===== config.mk =====
export PLATFORM = sky130hd
export DESIGN_NAME = vert_host_cmd_link
export DESIGN_NICKNAME = d
export VERILOG_FILES = /design/src/rtl/vert_host_cmd_link_pkg.sv /design/src/rtl/vert_host_cmd_link_status_decoder.sv /design/src/rtl/vert_host_cmd_link.sv
export SDC_FILE = /design/constraint.sdc
export NUM_CORES = 1
export LEC_CHECK = 0
export ABC_CLOCK_PERIOD_IN_PS = 2300
export CAP_MARGIN = 20
export CELL_PAD_IN_SITES_DETAIL_PLACEMENT = 1
export CELL_PAD_IN_SITES_GLOBAL_PLACEMENT = 2
export CORE_ASPECT_RATIO = 1.2
export CORE_MARGIN = 2
export CORE_UTILIZATION = 37
export CTS_CLUSTER_DIAMETER = 80
export DETAILED_ROUTE_END_ITERATION = 8
export DONT_BUFFER_PORTS = 1
export GPL_ROUTABILITY_DRIVEN = 0
export PLACE_DENSITY = 0.86
export SKIP_LAST_GASP = 1
export SYNTH_ARGS = -nofsm -noshare
export SYNTH_HDL_FRONTEND = slang
export SYNTH_HIERARCHICAL = 1
export SYNTH_SLANG_ARGS = --single-unit

===== constraint.sdc =====
create_clock -name CLK_SE_AR -period 2.3 [get_ports CLK_SE_AR]
set_input_delay 0 -clock CLK_SE_AR [delete_from_list [all_inputs] [get_ports CLK_SE_AR]]
set_output_delay 0 -clock CLK_SE_AR [all_outputs]
set_load 0.03 [all_outputs]

===== src/rtl/vert_host_cmd_link_pkg.sv =====
// rtl/vert_host_cmd_link_pkg.sv - constants, state types and command packing for the vertical motor link
package vert_host_cmd_link_pkg;

    localparam int NUM_MOTORS = 10;
    localparam int CMD_BYTES  = 5;
    localparam int DIV_LSB    = 4;
    localparam int STEPS_LSB  = 19;
    localparam int DIR_BIT    = 34;

    localparam logic [1:0] TAG_PEND_LO = 2'd0;

    typedef enum logic [2:0] {
        TX_IDLE,
        TX_LOAD,
        TX_WAIT_HI,
        TX_WAIT_LO,
        TX_GAP,
        TX_DONE
    } txState_t;

    // State value doubles as the tag expected in the next status byte.
    typedef enum logic [1:0] {
        RX_WAIT_T0,
        RX_WAIT_T1,
        RX_WAIT_T2,
        RX_WAIT_T3
    } rxState_t;

    function automatic logic [8*CMD_BYTES-1:0] packCmd(
        input logic [3:0]  motor,
        input logic [14:0] divider,
        input logic [14:0] steps,
        input logic        dir
    );
        logic [8*CMD_BYTES-1:0] w;
        w                  = '0;
        w[3:0]             = motor;
        w[DIV_LSB +: 15]   = divider;
        w[STEPS_LSB +: 15] = steps;
        w[DIR_BIT]         = dir;
        return w;
    endfunction

endpackage


===== src/rtl/vert_host_cmd_link_status_decoder.sv =====
// rtl/vert_host_cmd_link_status_decoder.sv - CPLD status frame decoder with link timeout
module vert_host_cmd_link_status_decoder
    import vert_host_cmd_link_pkg::*;
#(
    parameter int STATUS_TIMEOUT = 2400000
) (
    input  logic                  CLK_SE_AR,
    input  logic                  rst_n,
    input  logic [7:0]            rx_data,
    input  logic                  rx_ready,
    output logic [NUM_MOTORS-1:0] pending,
    output logic [NUM_MOTORS-1:0] term_hit,
    output logic                  link_up,
    output logic                  status_valid,
    output logic                  status_err,
    output logic                  tag0Seen,
    output logic                  frameCommit
);

    localparam int TW = $clog2(STATUS_TIMEOUT + 1);

    rxState_t       rxState, rxNext;
    logic           rxReadyQ;
    logic           rxEdge;
    logic           tagOk;
    logic           frameErr;
    logic [4:0]     pendLo, pendHi, termLo;
    logic [TW-1:0]  timeoutCnt;

    always_comb begin
        rxNext      = rxState;
        frameCommit = 1'b0;
        frameErr    = 1'b0;
        tag0Seen    = 1'b0;
        rxEdge      = rx_ready & ~rxReadyQ;
        tagOk       = (rx_data[7:6] == 2'(rxState)) && !rx_data[5];
        if (rxEdge) begin
            if (tagOk) begin
                tag0Seen = (rxState == RX_WAIT_T0);
                if (rxState == RX_WAIT_T3) begin
                    rxNext      = RX_WAIT_T0;
                    frameCommit = 1'b1;
                end else begin
                    rxNext = rxState_t'(rxState + 2'd1);
                end
            end else begin
                frameErr = 1'b1;
                // A stray tag0 byte is treated as the start of a new frame.
                if (rx_data[7:6] == TAG_PEND_LO && !rx_data[5]) begin
                    rxNext   = RX_WAIT_T1;
                    tag0Seen = 1'b1;
                end else begin
                    rxNext = RX_WAIT_T0;
                end
            end
        end
    end

    always_ff @(posedge CLK_SE_AR) begin
        if (!rst_n) begin
            rxState      <= RX_WAIT_T0;
            rxReadyQ     <= 1'b0;
            pendLo       <= '0;
            pendHi       <= '0;
            termLo       <= '0;
            pending      <= '0;
            term_hit     <= '0;
            link_up      <= 1'b0;
            status_valid <= 1'b0;
            status_err   <= 1'b0;
            timeoutCnt   <= TW'(STATUS_TIMEOUT);
        end else begin
            rxState      <= rxNext;
            rxReadyQ     <= rx_ready;
            status_valid <= frameCommit;
            status_err   <= frameErr;
            if (tag0Seen)
                pendLo <= rx_data[4:0];
            if (rxEdge && tagOk && rxState == RX_WAIT_T1)
                pendHi <= rx_data[4:0];
            if (rxEdge && tagOk && rxState == RX_WAIT_T2)
                termLo <= rx_data[4:0];
            if (frameCommit) begin
                pending    <= {pendHi, pendLo};
                term_hit   <= {rx_data[4:0], termLo};
                link_up    <= 1'b1;
                timeoutCnt <= TW'(STATUS_TIMEOUT);
            end else if (timeoutCnt != '0) begin
                timeoutCnt <= timeoutCnt - TW'(1);
            end else begin
                link_up <= 1'b0;
            end
        end
    end

endmodule


===== src/rtl/vert_host_cmd_link.sv =====
// rtl/vert_host_cmd_link.sv - host side of the vertical motor CPLD link: command framing and slot locks
module vert_host_cmd_link
    import vert_host_cmd_link_pkg::*;
#(
    parameter int BYTE_GAP       = 16,
    parameter int BYTE_CYCLES    = 2083,
    parameter int STATUS_TIMEOUT = 2400000
) (
    input  logic                  CLK_SE_AR,
    input  logic                  rst_n,
    input  logic                  cmd_valid,
    output logic                  cmd_ready,
    input  logic [3:0]            cmd_motor,
    input  logic [14:0]           cmd_divider,
    input  logic [14:0]           cmd_steps,
    input  logic                  cmd_dir,
    output logic                  cmd_err,
    output logic [7:0]            tx_data,
    output logic                  tx_start,
    input  logic                  tx_busy,
    input  logic [7:0]            rx_data,
    input  logic                  rx_ready,
    output logic [NUM_MOTORS-1:0] pending,
    output logic [NUM_MOTORS-1:0] term_hit,
    output logic [NUM_MOTORS-1:0] slot_free,
    output logic                  link_up,
    output logic                  status_valid,
    output logic                  status_err
);

    localparam int GW = $clog2(BYTE_GAP + 1);
    localparam int AW = $clog2(BYTE_CYCLES + 1);

    txState_t                txState, txNext;
    logic [8*CMD_BYTES-1:0]  cmdWord;
    logic [2:0]              byteIdx;
    logic [GW-1:0]           gapCnt;
    logic [3:0]              txMotor;
    logic                    motorBad;
    logic                    cmdAccept;
    logic [15:0]             slotFreeWide;
    logic                    tag0Seen;
    logic                    frameCommit;
    logic [NUM_MOTORS-1:0]   lock, lockNext;
    logic [NUM_MOTORS-1:0]   doneSeen, doneNext;
    logic [NUM_MOTORS-1:0]   qual, qualNext;
    logic [NUM_MOTORS-1:0]   ageReached;
    logic [AW-1:0]           age [NUM_MOTORS];

    vert_host_cmd_link_status_decoder #(
        .STATUS_TIMEOUT(STATUS_TIMEOUT)
    ) u_status (
        .CLK_SE_AR    (CLK_SE_AR),
        .rst_n        (rst_n),
        .rx_data      (rx_data),
        .rx_ready     (rx_ready),
        .pending      (pending),
        .term_hit     (term_hit),
        .link_up      (link_up),
        .status_valid (status_valid),
        .status_err   (status_err),
        .tag0Seen     (tag0Seen),
        .frameCommit  (frameCommit)
    );

    assign slot_free    = {NUM_MOTORS{link_up}} & ~pending & ~lock;
    assign slotFreeWide = {{(16-NUM_MOTORS){1'b0}}, slot_free};
    assign motorBad     = cmd_motor >= 4'(NUM_MOTORS);
    assign cmd_ready    = (txState == TX_IDLE) && (motorBad || slotFreeWide[cmd_motor]);
    assign cmdAccept    = cmd_valid && cmd_ready;
    assign tx_data      = cmdWord[{byteIdx, 3'b000} +: 8];
    assign txMotor      = cmdWord[3:0];

    always_comb begin
        txNext   = txState;
        tx_start = 1'b0;
        case (txState)
            TX_IDLE:    if (cmdAccept && !motorBad) txNext = TX_LOAD;
            TX_LOAD: begin
                tx_start = 1'b1;
                txNext   = TX_WAIT_HI;
            end
            TX_WAIT_HI: if (tx_busy) txNext = TX_WAIT_LO;
            TX_WAIT_LO: if (!tx_busy) txNext = TX_GAP;
            TX_GAP:
                if (gapCnt == GW'(BYTE_GAP - 1))
                    txNext = (byteIdx == 3'(CMD_BYTES - 1)) ? TX_DONE : TX_LOAD;
            TX_DONE:    txNext = TX_IDLE;
            default:    txNext = TX_IDLE;
        endcase
    end

    // A lock is released only by a frame whose tag0 byte left the CPLD after it
    // could have seen our command, i.e. BYTE_CYCLES or more after the last byte finished.
    always_comb begin
        lockNext   = lock;
        doneNext   = doneSeen;
        qualNext   = qual;
        ageReached = '0;
        for (int m = 0; m < NUM_MOTORS; m++)
            ageReached[m] = (age[m] >= AW'(BYTE_CYCLES));
        if (tag0Seen)
            qualNext = lock & doneSeen & ageReached;
        if (frameCommit) begin
            lockNext = lock & ~qual;
            doneNext = doneSeen & ~qual;
            qualNext = '0;
        end
        for (int m = 0; m < NUM_MOTORS; m++) begin
            if (txState == TX_DONE && txMotor == 4'(m))
                doneNext[m] = 1'b1;
            if (cmdAccept && !motorBad && cmd_motor == 4'(m)) begin
                lockNext[m] = 1'b1;
                doneNext[m] = 1'b0;
            end
        end
    end

    always_ff @(posedge CLK_SE_AR) begin
        if (!rst_n) begin
            txState  <= TX_IDLE;
            cmdWord  <= '0;
            byteIdx  <= '0;
            gapCnt   <= '0;
            cmd_err  <= 1'b0;
            lock     <= '0;
            doneSeen <= '0;
            qual     <= '0;
            for (int m = 0; m < NUM_MOTORS; m++)
                age[m] <= '0;
        end else begin
            txState  <= txNext;
            cmd_err  <= cmdAccept && motorBad;
            lock     <= lockNext;
            doneSeen <= doneNext;
            qual     <= qualNext;
            if (cmdAccept && !motorBad) begin
                cmdWord <= packCmd(cmd_motor, cmd_divider, cmd_steps, cmd_dir);
                byteIdx <= '0;
            end
            if (txState == TX_GAP)
                gapCnt <= gapCnt + GW'(1);
            else
                gapCnt <= '0;
            if (txState == TX_GAP && txNext == TX_LOAD)
                byteIdx <= byteIdx + 3'd1;
            // age[m] equals cycles elapsed since the DONE cycle of motor m's last command.
            for (int m = 0; m < NUM_MOTORS; m++) begin
                if (txState == TX_DONE && txMotor == 4'(m))
                    age[m] <= AW'(1);
                else if (age[m] != AW'(BYTE_CYCLES))
                    age[m] <= age[m] + AW'(1);
            end
        end
    end

endmodule


==> out/metrics.yaml, run 1 <==
grt_max_degree: 122
r2r-start: "age[2][8]$_SDFFCE_PN0P_"
wl_um: 35200
r2r-end: "age[2][6]$_SDFFCE_PN0P_"
insertedDiodeCount: 0
numPortBuffers: 0
synth_area_per_cell_um2: 9.41
mappedNetlistArea_mm2: 0.0132
layout.nets: 1584
cp-startpoint: "u_status/link_up$_SDFFE_PN0P_"
first_global_vias: 11275
post-route-drc-count: 0
fin_crit_ps: 2200
critical_path_peak_fanout: 12
fp-row-count: 75
cts.reportedPaths.clkPinSlew_ps: 60
hold_path.class: "in -> reg"
mappedNetlistNets: 1469
total_power_uw: 10500
route.antenna.remaining_nets: 0
via_count: 10590
num_io_pins: 92
grt_use_total: 0.191
synth_largest_area_cell: "sky130_fd_sc_hd__edfxtp_1"
hold_viol_final: 0
main_synth_ff_type: "sky130_fd_sc_hd__dfxtp_1"
synth_enable_flop_cells: 120
final_critical_path_setup_slack_ps: 104
synth_warnings: 6
setup.reg_to_reg.worst_slack_ps: 170
die_w_um: 176
design.die.area_mm2: 0.0372
floorplan.core_area_mm2: 0.0351
synthDistinctLibCells: 75
preCtsSetupSlack_ps: 95.6
floorplan.initialDensity: 0.376
static-leakage-power_uw: 0.00592
drt_iter0_markers: 467
worstPathRequired_ps: 2300
ff2ff_path_depth: 6
syn_inst: 1401
stdcell_count: 2002
clock_sink_count: 260
p_per_area_mw_per_mm2: 666
remaining_max_slew_budget_at_the_tightest_pin: 0.538
clock_insertion_delay_worst_skew_ps: 590
drt-wirelength-per-cell_um: 17.6
htree_num_levels: 1
timing.hold.ws_ps: 55.3
fin_worst_skew_ps: 24.1
synth.area.top_cells: "sky130_fd_sc_hd__edfxtp_1 (27%), sky130_fd_sc_hd__dfxtp_1 (21%), sky130_fd_sc_hd__nor2_1 (5.9%)"
outcome: "finished clean"
global_route_wire_length_before_repair_um: 57700
cts_buffers: 31
timing.setup.tns_ps: 0
cts_tree: "built"
area_growth_syn_to_layout_pct: 20.0
clockRootBuffer: "sky130_fd_sc_hd__clkbuf_16"
place_inst: 1890
gr-usage-met2: 0.344
endpoint_kind: "output port"
crit_end: "cmd_ready"
highest_clock_frequency_the_design_can_meet_mhz: 455
crit_path_start_kind: "flip-flop"
worst-endpoint-arrival_ps: 2200
grt_overflow: 0
post-route-period-util: 0.955
grt_setup_unrepaired: "true"
post-dp-hpwl_um: 23800
detail_route.first_pass.iterations: 4
synth-seq-area-share: 0.486
cap_violations: 0
antenna_found_initial: 0
netlist.area_leader.share: 0.273
use_met3: 0.0283
drt-vias-per-instance: 5.29
maxSlewViolCount: 0
criticalPathCategory: "reg -> out"
timing.final.setup_violations: 0
grt_busiest_layer: "met2"
globalRouteMet1Util: 0.230
post_route_cells_drive_above_1_share: 0.127
worst_slew_pin_slew_ps: 692
vdd_ir_drop_max_v: 0.000531
ys_ff_latch: 260
cts_buffer_depth: 3
fp.dieH_um: 211
share_of_async_settable_or_async_resettable_flops_after_synthesis: 0
## critical path: stages, from the launching register on
cell and delay (ps):
sky130_fd_sc_hd__dfxtp_4 430, sky130_fd_sc_hd__nor3b_4 310, sky130_fd_sc_hd__a22oi_2 150, sky130_fd_sc_hd__a21oi_2 250
sky130_fd_sc_hd__nor3_1 100, sky130_fd_sc_hd__nor4_2 150, sky130_fd_sc_hd__buf_4 220
## layout make-up
type,count,area [um2]
Clock buffer,50,941
Clock inverter,7,57.6
Fill cell,4011,19300
Inverter,37,143
Multi-Input combinational cell,1041,6380
Sequential cell,260,6410
Tap cell,462,578
Timing Repair Buffer,145,1320
## cell families after synthesis
kind of cell	after synthesis	share of synthesized area
simple gates	696	0.260
flops	260	0.486
compound gates	161	0.0784
xor+xnor	104	0.0691
buf+inv	100	0.0343
mux	60	0.0531
fa+ha+maj	20	0.0190
## cells in the final DEF, fill, tap and decap left out, drive strengths merged, types with 7 or more instances in the layout
cell type / instances
a211oi: 7
a21oi: 70
and2: 14
and3: 15
and4: 11
buf: 92
clkbuf: 50
clkinv: 7
dfxtp: 140
dlygate4sd3: 53
edfxtp: 120
ha: 20
inv: 36
mux2i: 52
mux4: 8
nand2: 198
nand2b: 9
nand3: 79
nand3b: 16
nand4: 34
nor2: 207
nor2b: 11
nor3: 19
nor3b: 15
nor4: 15
o21a: 9
o21ai: 25
o31ai: 13
or2: 9
or3: 16
or4: 20
xnor2: 41
xor2: 63
## how the worst min path moves through the flow
stage                                                end  slack, ps  cells after the start       start
finish                              qual[4]$_SDFFE_PP0P_         60                      5    rx_ready
global route                        qual[4]$_SDFFE_PP0P_         60                      5    rx_ready
CTS                 u_status/timeoutCnt[18]$_SDFFE_PP1P_         40                      5  rx_data[5]
detailed placement          u_status/rxReadyQ$_SDFF_PN0_        130                      1    rx_ready
global placement            u_status/rxReadyQ$_SDFF_PN0_        130                      1    rx_ready
floorplan                   u_status/rxReadyQ$_SDFF_PN0_        120                      1    rx_ready
## sequential cells by signal, summed over array words and instances, names as in the netlist, 2 cells and up
signal and flops:
qual 10, u_status/termLo 5, u_status/timeoutCnt 22, u_status/pending 10
txState 3, u_status/rxState 2, cmdWord 35, u_status/pendLo 5
u_status/pendHi 5, age 120, gapCnt 5, u_status/term_hit 10
doneSeen 10, lock 10, byteIdx 3
## metrics by stage
step | utilization | instance area [um2]
3_5_place_dp | 0.405 | 14200
5_1_grt | 0.451 | 15800
2_1_floorplan | - | 13200
3_3_place_gp | 0.405 | 14200
4_1_cts | 0.450 | 15800
6_report | 0.451 | 15800
## layer usage
metal | vias up | wire (um) | share of wire
met2 | 145 | 17800 | 0.51
met4 | 0 | 1240 | 0.035
li1 | 5176 | - | -
met3 | 72 | 1210 | 0.034
met1 | 5197 | 14900 | 0.42
met5 | - | 0 | 0
## power by group
part	switching (uW)	internal [uW]
clock	2000	2790
sequential	122	4920
combinational	401	319
total	2520	8030
## cells in the mapped netlist, types with 25 or more instances
master / instances
sky130_fd_sc_hd__clkbuf_1: 42
sky130_fd_sc_hd__mux2i_1: 52
sky130_fd_sc_hd__xor2_1: 63
sky130_fd_sc_hd__nand2_1: 198
sky130_fd_sc_hd__nand4_1: 34
sky130_fd_sc_hd__o21ai_0: 25
sky130_fd_sc_hd__edfxtp_1: 120
sky130_fd_sc_hd__dfxtp_1: 140
sky130_fd_sc_hd__xnor2_1: 41
sky130_fd_sc_hd__nor2_1: 206
sky130_fd_sc_hd__a21oi_1: 69
sky130_fd_sc_hd__inv_1: 35
sky130_fd_sc_hd__nand3_1: 79
## timing repair
item	CTS	global route
gates cloned	0	0
endpoints found under the setup margin	1	28
hold buffers	54	0
gates resized for setup	3	9
hold endpoints to repair	348	0
buffers inserted	0	1
Note: power is estimated with default switching activity, not from simulation.
==> run 2, diff against run 1 <==
--- a/config.mk
+++ b/config.mk
@@ -10,7 +10,7 @@
 export CELL_PAD_IN_SITES_DETAIL_PLACEMENT = 1
 export CELL_PAD_IN_SITES_GLOBAL_PLACEMENT = 2
 export CORE_ASPECT_RATIO = 1.2
-export CORE_MARGIN = 2
+export CORE_MARGIN = 4
 export CORE_UTILIZATION = 37
 export CTS_CLUSTER_DIAMETER = 80
 export DETAILED_ROUTE_END_ITERATION = 8
==> constraint.sdc (replaced) <==
create_clock -name CLK_SE_AR -period 2.3 [get_ports CLK_SE_AR]
set_input_delay 0.115 -clock CLK_SE_AR [delete_from_list [all_inputs] [get_ports CLK_SE_AR]]
set_output_delay 0.115 -clock CLK_SE_AR [all_outputs]
set_load 0.03 [all_outputs]
==> out/metrics.yaml, run 2 (synthesis gave the netlist of run 1 again) <==
clockRootBuffer: "sky130_fd_sc_hd__clkbuf_16"  # unchanged
die_w_um: 180  # was 176 um
outcome: "finished clean"  # unchanged
post-route-period-util: 0.971  # was 0.955
cts.reportedPaths.clkPinSlew_ps: 60  # about the same
worst_slew_pin_slew_ps: 717  # was 692 ps
worstPathRequired_ps: 2180  # was 2300 ps
grt_use_total: 0.182  # was 0.191
r2r-end: "age[6][2]$_SDFFCE_PN0P_"  # was age[2][6]$_SDFFCE_PN0P_
grt_overflow: 0  # unchanged
area_growth_syn_to_layout_pct: 19.7  # was 20.0%
crit_end: "cmd_ready"  # unchanged
total_power_uw: 10300  # was 10,500 uW
clock_insertion_delay_worst_skew_ps: 580  # was 590 ps
registers_with_the_highest_flip_flop_counts: "age x120, cmdWord x35, u_status/timeoutCnt x22"  # unchanged
endpoint_kind: "output port"  # unchanged
cts_tree: "built"  # unchanged
design.die.area_mm2: 0.0387  # was 0.0372 mm2
hold_path.class: "in -> reg"  # unchanged
drt-vias-per-instance: 5.31  # was 5.29
cp_cell_sequence: "nor3b_4 -> a22oi_4 -> a21oi_4 -> nor3_1 -> nor4_2 -> buf_4"  # was nor3b_4 -> a22oi_2 -> a21oi_2 -> nor3_1 -> nor4_2 -> buf_4
fin_crit_ps: 2230  # was 2200 ps
antenna_found_initial: 1  # was 0
cap_violations: 0  # unchanged
post_route_cells_drive_above_1_share: 0.128  # was 0.127
num_io_pins: 92  # unchanged
drt_iter0_markers: 577  # was 467
maxSlewViolCount: 0  # unchanged
layout.nets: 1589  # was 1,584
grt_setup_unrepaired: "true"  # unchanged
criticalPathCategory: "reg -> out"  # unchanged
detail_route.first_pass.iterations: 4  # unchanged
slowest_delay_ps: 420  # was 430 ps
cp-startpoint: "u_status/link_up$_SDFFE_PN0P_"  # unchanged
wl_um: 36300  # was 35,200 um
highest_clock_frequency_the_design_can_meet_mhz: 448  # was 455 MHz
hold_viol_final: 0  # unchanged
vdd_ir_drop_max_v: 0.000598  # was 0.000531 V
static-leakage-power_uw: 0.00592  # about the same
fin_worst_skew_ps: 29.1  # was 24.1 ps
drt-wirelength-per-cell_um: 18.1  # was 17.6 um
stdcell_count: 2007  # was 2,002
slowest_stage: "sky130_fd_sc_hd__dfxtp_4"  # unchanged
remaining_max_slew_budget_at_the_tightest_pin: 0.516  # was 0.538
setup.reg_to_reg.worst_slack_ps: 140  # was 170 ps
grt_max_degree: 113  # was 122
post-dp-hpwl_um: 24700  # was 23,800 um
numPortBuffers: 0  # unchanged
layout.cells.most_common_list: "sky130_fd_sc_hd__nor2_1 (206), sky130_fd_sc_hd__nand2_1 (198), sky130_fd_sc_hd__dfxtp_1 (138)"  # was sky130_fd_sc_hd__nor2_1 (206), sky130_fd_sc_hd__nand2_1 (198), sky130_fd_sc_hd__dfxtp_1 (139)
clock_power_share: 0.442  # was 0.454
first_global_vias: 11289  # was 11,275
reg_with_most_ffs: "age"  # unchanged
fp-row-count: 75  # unchanged
switching_share: 0.238  # was 0.239
seq_power_share: 0.490  # was 0.478
place_inst: 1892  # was 1,890
htree_num_levels: 1  # unchanged
layout.cells.most_common: "sky130_fd_sc_hd__nor2_1"  # unchanged
timing.final.setup_violations: 0  # unchanged
floorplan.initialDensity: 0.376  # unchanged
post-route-drc-count: 0  # unchanged
critical_path_peak_fanout: 12  # unchanged
route.antenna.remaining_nets: 0  # unchanged
cts_buffer_depth: 3  # unchanged
combinationalPowerShare: 0.069  # was 0.068
r2r-start: "age[6][10]$_SDFFCE_PN0P_"  # was age[2][8]$_SDFFCE_PN0P_
cts_buffers: 29  # was 31
switchingPower_uw: 2450  # was 2520 uW
clock_sink_count: 260  # unchanged
ff2ff_path_depth: 4  # was 6
final_util: 0.450  # was 0.451
p_per_area_mw_per_mm2: 651  # was 666 mW/mm2
crit_path_start_kind: "flip-flop"  # unchanged
worst_hold_startpoint: "rst_n"  # was rx_ready
global_route_wire_length_before_repair_um: 59100  # was 57,700 um
floorplan.core_area_mm2: 0.0351  # unchanged
fp.dieH_um: 215  # was 211 um
worst-endpoint-arrival_ps: 2120  # was 2200 ps
largest_register_ff_count: 120  # unchanged
via_count: 10665  # was 10,590
intPower_uw: 7830  # was 8030 uW
==> run 2: worst max-delay path: cells and delay by family, from the launching register on <==
family | cells | cell delay, ps
and+or+nand+nor | 3 | 570
buffers and inverters | 1 | 220
DFF | 1 | 420
AOI/OAI and AO/OA | 2 | 320
==> run 2: power groups by stage <==
stage | Combinational, uW | Clock [uW] | Sequential [uW]
2_1_floorplan | 458 | 0 | 5100
3_3_place_gp | 552 | 0 | 5130
3_5_place_dp | 568 | 0 | 5130
4_1_cts | 698 | 4660 | 5030
5_1_grt | 781 | 4860 | 5050
6_report | 706 | 4540 | 5030
==> run 2: worst min-delay path by stage <==
stage,to,cells past startpoint
floorplan,u_status/rxReadyQ$_SDFF_PN0_,1
global placement,u_status/rxReadyQ$_SDFF_PN0_,1
detailed placement,u_status/rxReadyQ$_SDFF_PN0_,1
CTS,u_status/pendLo[0]$_SDFFE_PN0P_,3
global route,u_status/pendLo[3]$_SDFFE_PN0P_,3
finish,u_status/pendLo[1]$_SDFFE_PN0P_,3
==> run 2: routing by layer <==
layer / vias to the layer above / wire length, um / track usage / share of wire
li1: 5196 / - / - / -
met1: 5278 / 15000 / 0.214 / 0.41
met2: 141 / 19000 / 0.337 / 0.52
met3: 50 / 1320 / 0.0318 / 0.036
met4: 0 / 977 / 0.0557 / 0.027
met5: - / 0 / 0 / 0
==> run 2: layout make-up <==
| cell class | instances | area (um2) |
|---|---|---|
| Antenna cell | 1 | 2.50 |
| Clock buffer | 45 | 870 |
| Clock inverter | 9 | 60.1 |
| Fill cell | 4025 | 19300 |
| Inverter | 37 | 143 |
| Multi-Input combinational cell | 1041 | 6390 |
| Sequential cell | 260 | 6410 |
| Tap cell | 462 | 578 |
| Timing Repair Buffer | 152 | 1330 |
==> run 2: metrics by stage <==
stage / cell area (um2) / setup WS, ps / setup TNS [ps] / hold slack [ps]
6_report: 15800 / 66.4 / 0 / 18.3
5_1_grt: 15800 / -61.7 / -61.7 / 32.1
4_1_cts: 15700 / 5.64 / 0 / 7.56
3_5_place_dp: 14200 / 62.2 / 0 / 242
3_3_place_gp: 14200 / 109 / 0 / 241
2_1_floorplan: 13200 / -14.1 / -14.1 / 237
==> run 2: repair_timing <==
| item | in CTS | in global routing |
|---|---|---|
| hold endpoints to repair | 227 | 11 |
| endpoints found under the setup margin | 1 | 44 |
| resized for setup | 8 | 5 |
| pin swaps | 2 | 1 |
| hold buffers | 53 | 1 |
| buffers inserted | 2 | 4 |
| cloned | 0 | 0 |
==> run 3, diff against run 2 <==
--- a/config.mk
+++ b/config.mk
@@ -15,7 +15,8 @@
 export CTS_CLUSTER_DIAMETER = 80
 export DETAILED_ROUTE_END_ITERATION = 8
 export DONT_BUFFER_PORTS = 1
-export GPL_ROUTABILITY_DRIVEN = 0
+export GPL_ROUTABILITY_DRIVEN = 1
+export MAX_ROUTING_LAYER = met4
 export PLACE_DENSITY = 0.86
 export SKIP_LAST_GASP = 1
 export SYNTH_ARGS = -nofsm -noshare
==> out/metrics.yaml, run 3 (synthesis gave the netlist of run 1 again) <==
grt_setup_unrepaired: "true"  # unchanged
first_global_vias: 11305  # was 11,289
detail_route.first_pass.iterations: 4  # unchanged
cts_tree: "built"  # unchanged
worst_slew_pin_slew_ps: 709  # was 717 ps
outcome: "finished clean"  # unchanged
endpoint_kind: "output port"  # unchanged
die_w_um: 180  # unchanged
reg_with_most_ffs: "age"  # unchanged
grt_use_total: 0.188  # was 0.182
multi_input_area_mm2: 0.00639  # unchanged
post-route-drc-count: 0  # unchanged
global_route_wire_length_before_repair_um: 59100  # about the same
htree_num_levels: 1  # unchanged
via_count: 10677  # was 10,665
antenna_found_initial: 1  # unchanged
drt_iter0_markers: 535  # was 577
fin_worst_skew_ps: 27.4  # was 29.1 ps
registers_with_the_highest_flip_flop_counts: "age x120, cmdWord x35, u_status/timeoutCnt x22"  # unchanged
fillerInstances: 4026  # was 4,025
numPortBuffers: 0  # unchanged
cap_violations: 0  # unchanged
highest_clock_frequency_the_design_can_meet_mhz: 446  # was 448 MHz
remaining_max_slew_budget_at_the_tightest_pin: 0.521  # was 0.516
p_per_area_mw_per_mm2: 652  # was 651 mW/mm2
grt_max_degree: 113  # unchanged
largest_register_ff_count: 120  # unchanged
drt-wirelength-per-cell_um: 18.1  # about the same
fp.dieH_um: 215  # unchanged
criticalPathCategory: "reg -> out"  # unchanged
design.die.area_mm2: 0.0387  # unchanged
post_route_cells_drive_above_1_share: 0.128  # about the same
floorplan.initialDensity: 0.376  # unchanged
final_critical_path_setup_slack_ps: 58.6  # was 66.4 ps
clock_sink_count: 260  # unchanged
crit_path_start_kind: "flip-flop"  # unchanged
cts_buffers: 29  # unchanged
preCtsSetupSlack_ps: 62.2  # unchanged
worstPathRequired_ps: 2180  # about the same
static-leakage-power_uw: 0.00592  # about the same
floorplan.core_area_mm2: 0.0351  # unchanged
wl_um: 36300  # about the same
finalWeightedCongestion: 0.799
timing.final.setup_violations: 0  # unchanged
route.antenna.remaining_nets: 0  # unchanged
layout.nets: 1590  # was 1,589
layout.cells.most_common: "sky130_fd_sc_hd__nor2_1"  # unchanged
clock_insertion_delay_worst_skew_ps: 580  # about the same
maxSlewViolCount: 0  # unchanged
grt_overflow: 0  # unchanged
cts.reportedPaths.clkPinSlew_ps: 60  # about the same
area_growth_syn_to_layout_pct: 19.7  # about the same
layout.cells.most_common_list: "sky130_fd_sc_hd__nor2_1 (206), sky130_fd_sc_hd__nand2_1 (198), sky130_fd_sc_hd__dfxtp_1 (138)"  # unchanged
vdd_ir_drop_max_v: 0.000598  # about the same
critical_path_peak_fanout: 12  # unchanged
drt-vias-per-instance: 5.32  # was 5.31
fp-row-count: 75  # unchanged
clockRootBuffer: "sky130_fd_sc_hd__clkbuf_16"  # unchanged
post-route-period-util: 0.975  # was 0.971
post-dp-hpwl_um: 24700  # unchanged
sequential_cell_area_mm2: 0.00641  # unchanged
hold_viol_final: 0  # unchanged
worst-endpoint-arrival_ps: 2130  # was 2120 ps
timing.hold.ws_ps: 6.89  # was 18.3 ps
fin_crit_ps: 2240  # was 2230 ps
cts_buffer_depth: 3  # unchanged
hold_path.class: "in -> reg"  # unchanged
num_io_pins: 92  # unchanged
[run 3: cell count changes in the layout (fill, tap and decap cells not counted)]
cell / before / now
sky130_fd_sc_hd__buf_12: 3 / 2
sky130_fd_sc_hd__buf_4: 95 / 97
[run 3: final timing paths]
| path | from | end | slack, ps | depth (start not counted) |
|---|---|---|---|---|
| setup / recovery | u_status/link_up$_SDFFE_PN0P_ | cmd_ready | 60 | 6 |
| hold / removal | rst_n | u_status/pendLo[1]$_SDFFE_PN0P_ | 7 | 3 |
| setup reg to reg | age[3][7]$_SDFFCE_PN0P_ | age[3][7]$_SDFFCE_PN0P_ | 160 | 6 |
| hold reg to reg | gapCnt[0]$_SDFF_PN0_ | gapCnt[0]$_SDFF_PN0_ | 450 | 1 |
[run 3: worst max-delay path, stage by stage (launching register included)]
cell and delay [ps]:
sky130_fd_sc_hd__dfxtp_4 420, sky130_fd_sc_hd__nor3b_4 260, sky130_fd_sc_hd__a22oi_2 150, sky130_fd_sc_hd__a21oi_4 210, sky130_fd_sc_hd__nor3_1 100, sky130_fd_sc_hd__nor4_2 170, sky130_fd_sc_hd__buf_4 220
[run 3: final cells by class]
| type | instances | area share |
|---|---|---|
| clock buffers | 45 | 0.0551 |
| multi-input cells | 1041 | 0.405 |
| repair buffers | 153 | 0.0840 |
| flip-flops and latches | 260 | 0.406 |
| clock inverters | 9 | 0.00380 |
| diodes | 1 | 0.000159 |
| well taps | 462 | 0.0366 |
| inverters | 37 | 0.00904 |
[run 3: metrics by stage]
step	utilization	total power [uW]	std cells	setup TNS [ps]	area (um2)
4_1_cts	0.448	10400	2001	0	15700
3_5_place_dp	0.404	5700	1892	0	14200
2_1_floorplan	-	5560	1401	-14.1	13200
3_3_place_gp	0.404	5680	1892	0	14200
5_1_grt	0.450	10700	2008	-61.7	15800
6_report	0.450	10300	2008	0	15800
[run 3: metal layers]
| metal | share of wire | track usage | vias to the layer above |
|---|---|---|---|
| met2 | 0.52 | 0.338 | 151 |
| met1 | 0.41 | 0.214 | 5279 |
| met3 | 0.037 | 0.0306 | 51 |
| li1 | - | - | 5196 |
| met4 | 0.027 | 0.0557 | 0 |
| met5 | 0 | - | - |
[run 3: what timing repair did]
item	CTS	global route
gates cloned	0	0
gates resized for setup	8	5
endpoints found under the hold margin	227	11
endpoints found under the setup margin	1	44
pin swaps	2	1
hold buffers	53	1
setup buffers	2	5
[run 3: power breakdown]
part           switching (uW)  internal [uW]
clock                    1940           2610
combinational             397            309
sequential                119           4910
total                    2460           7830
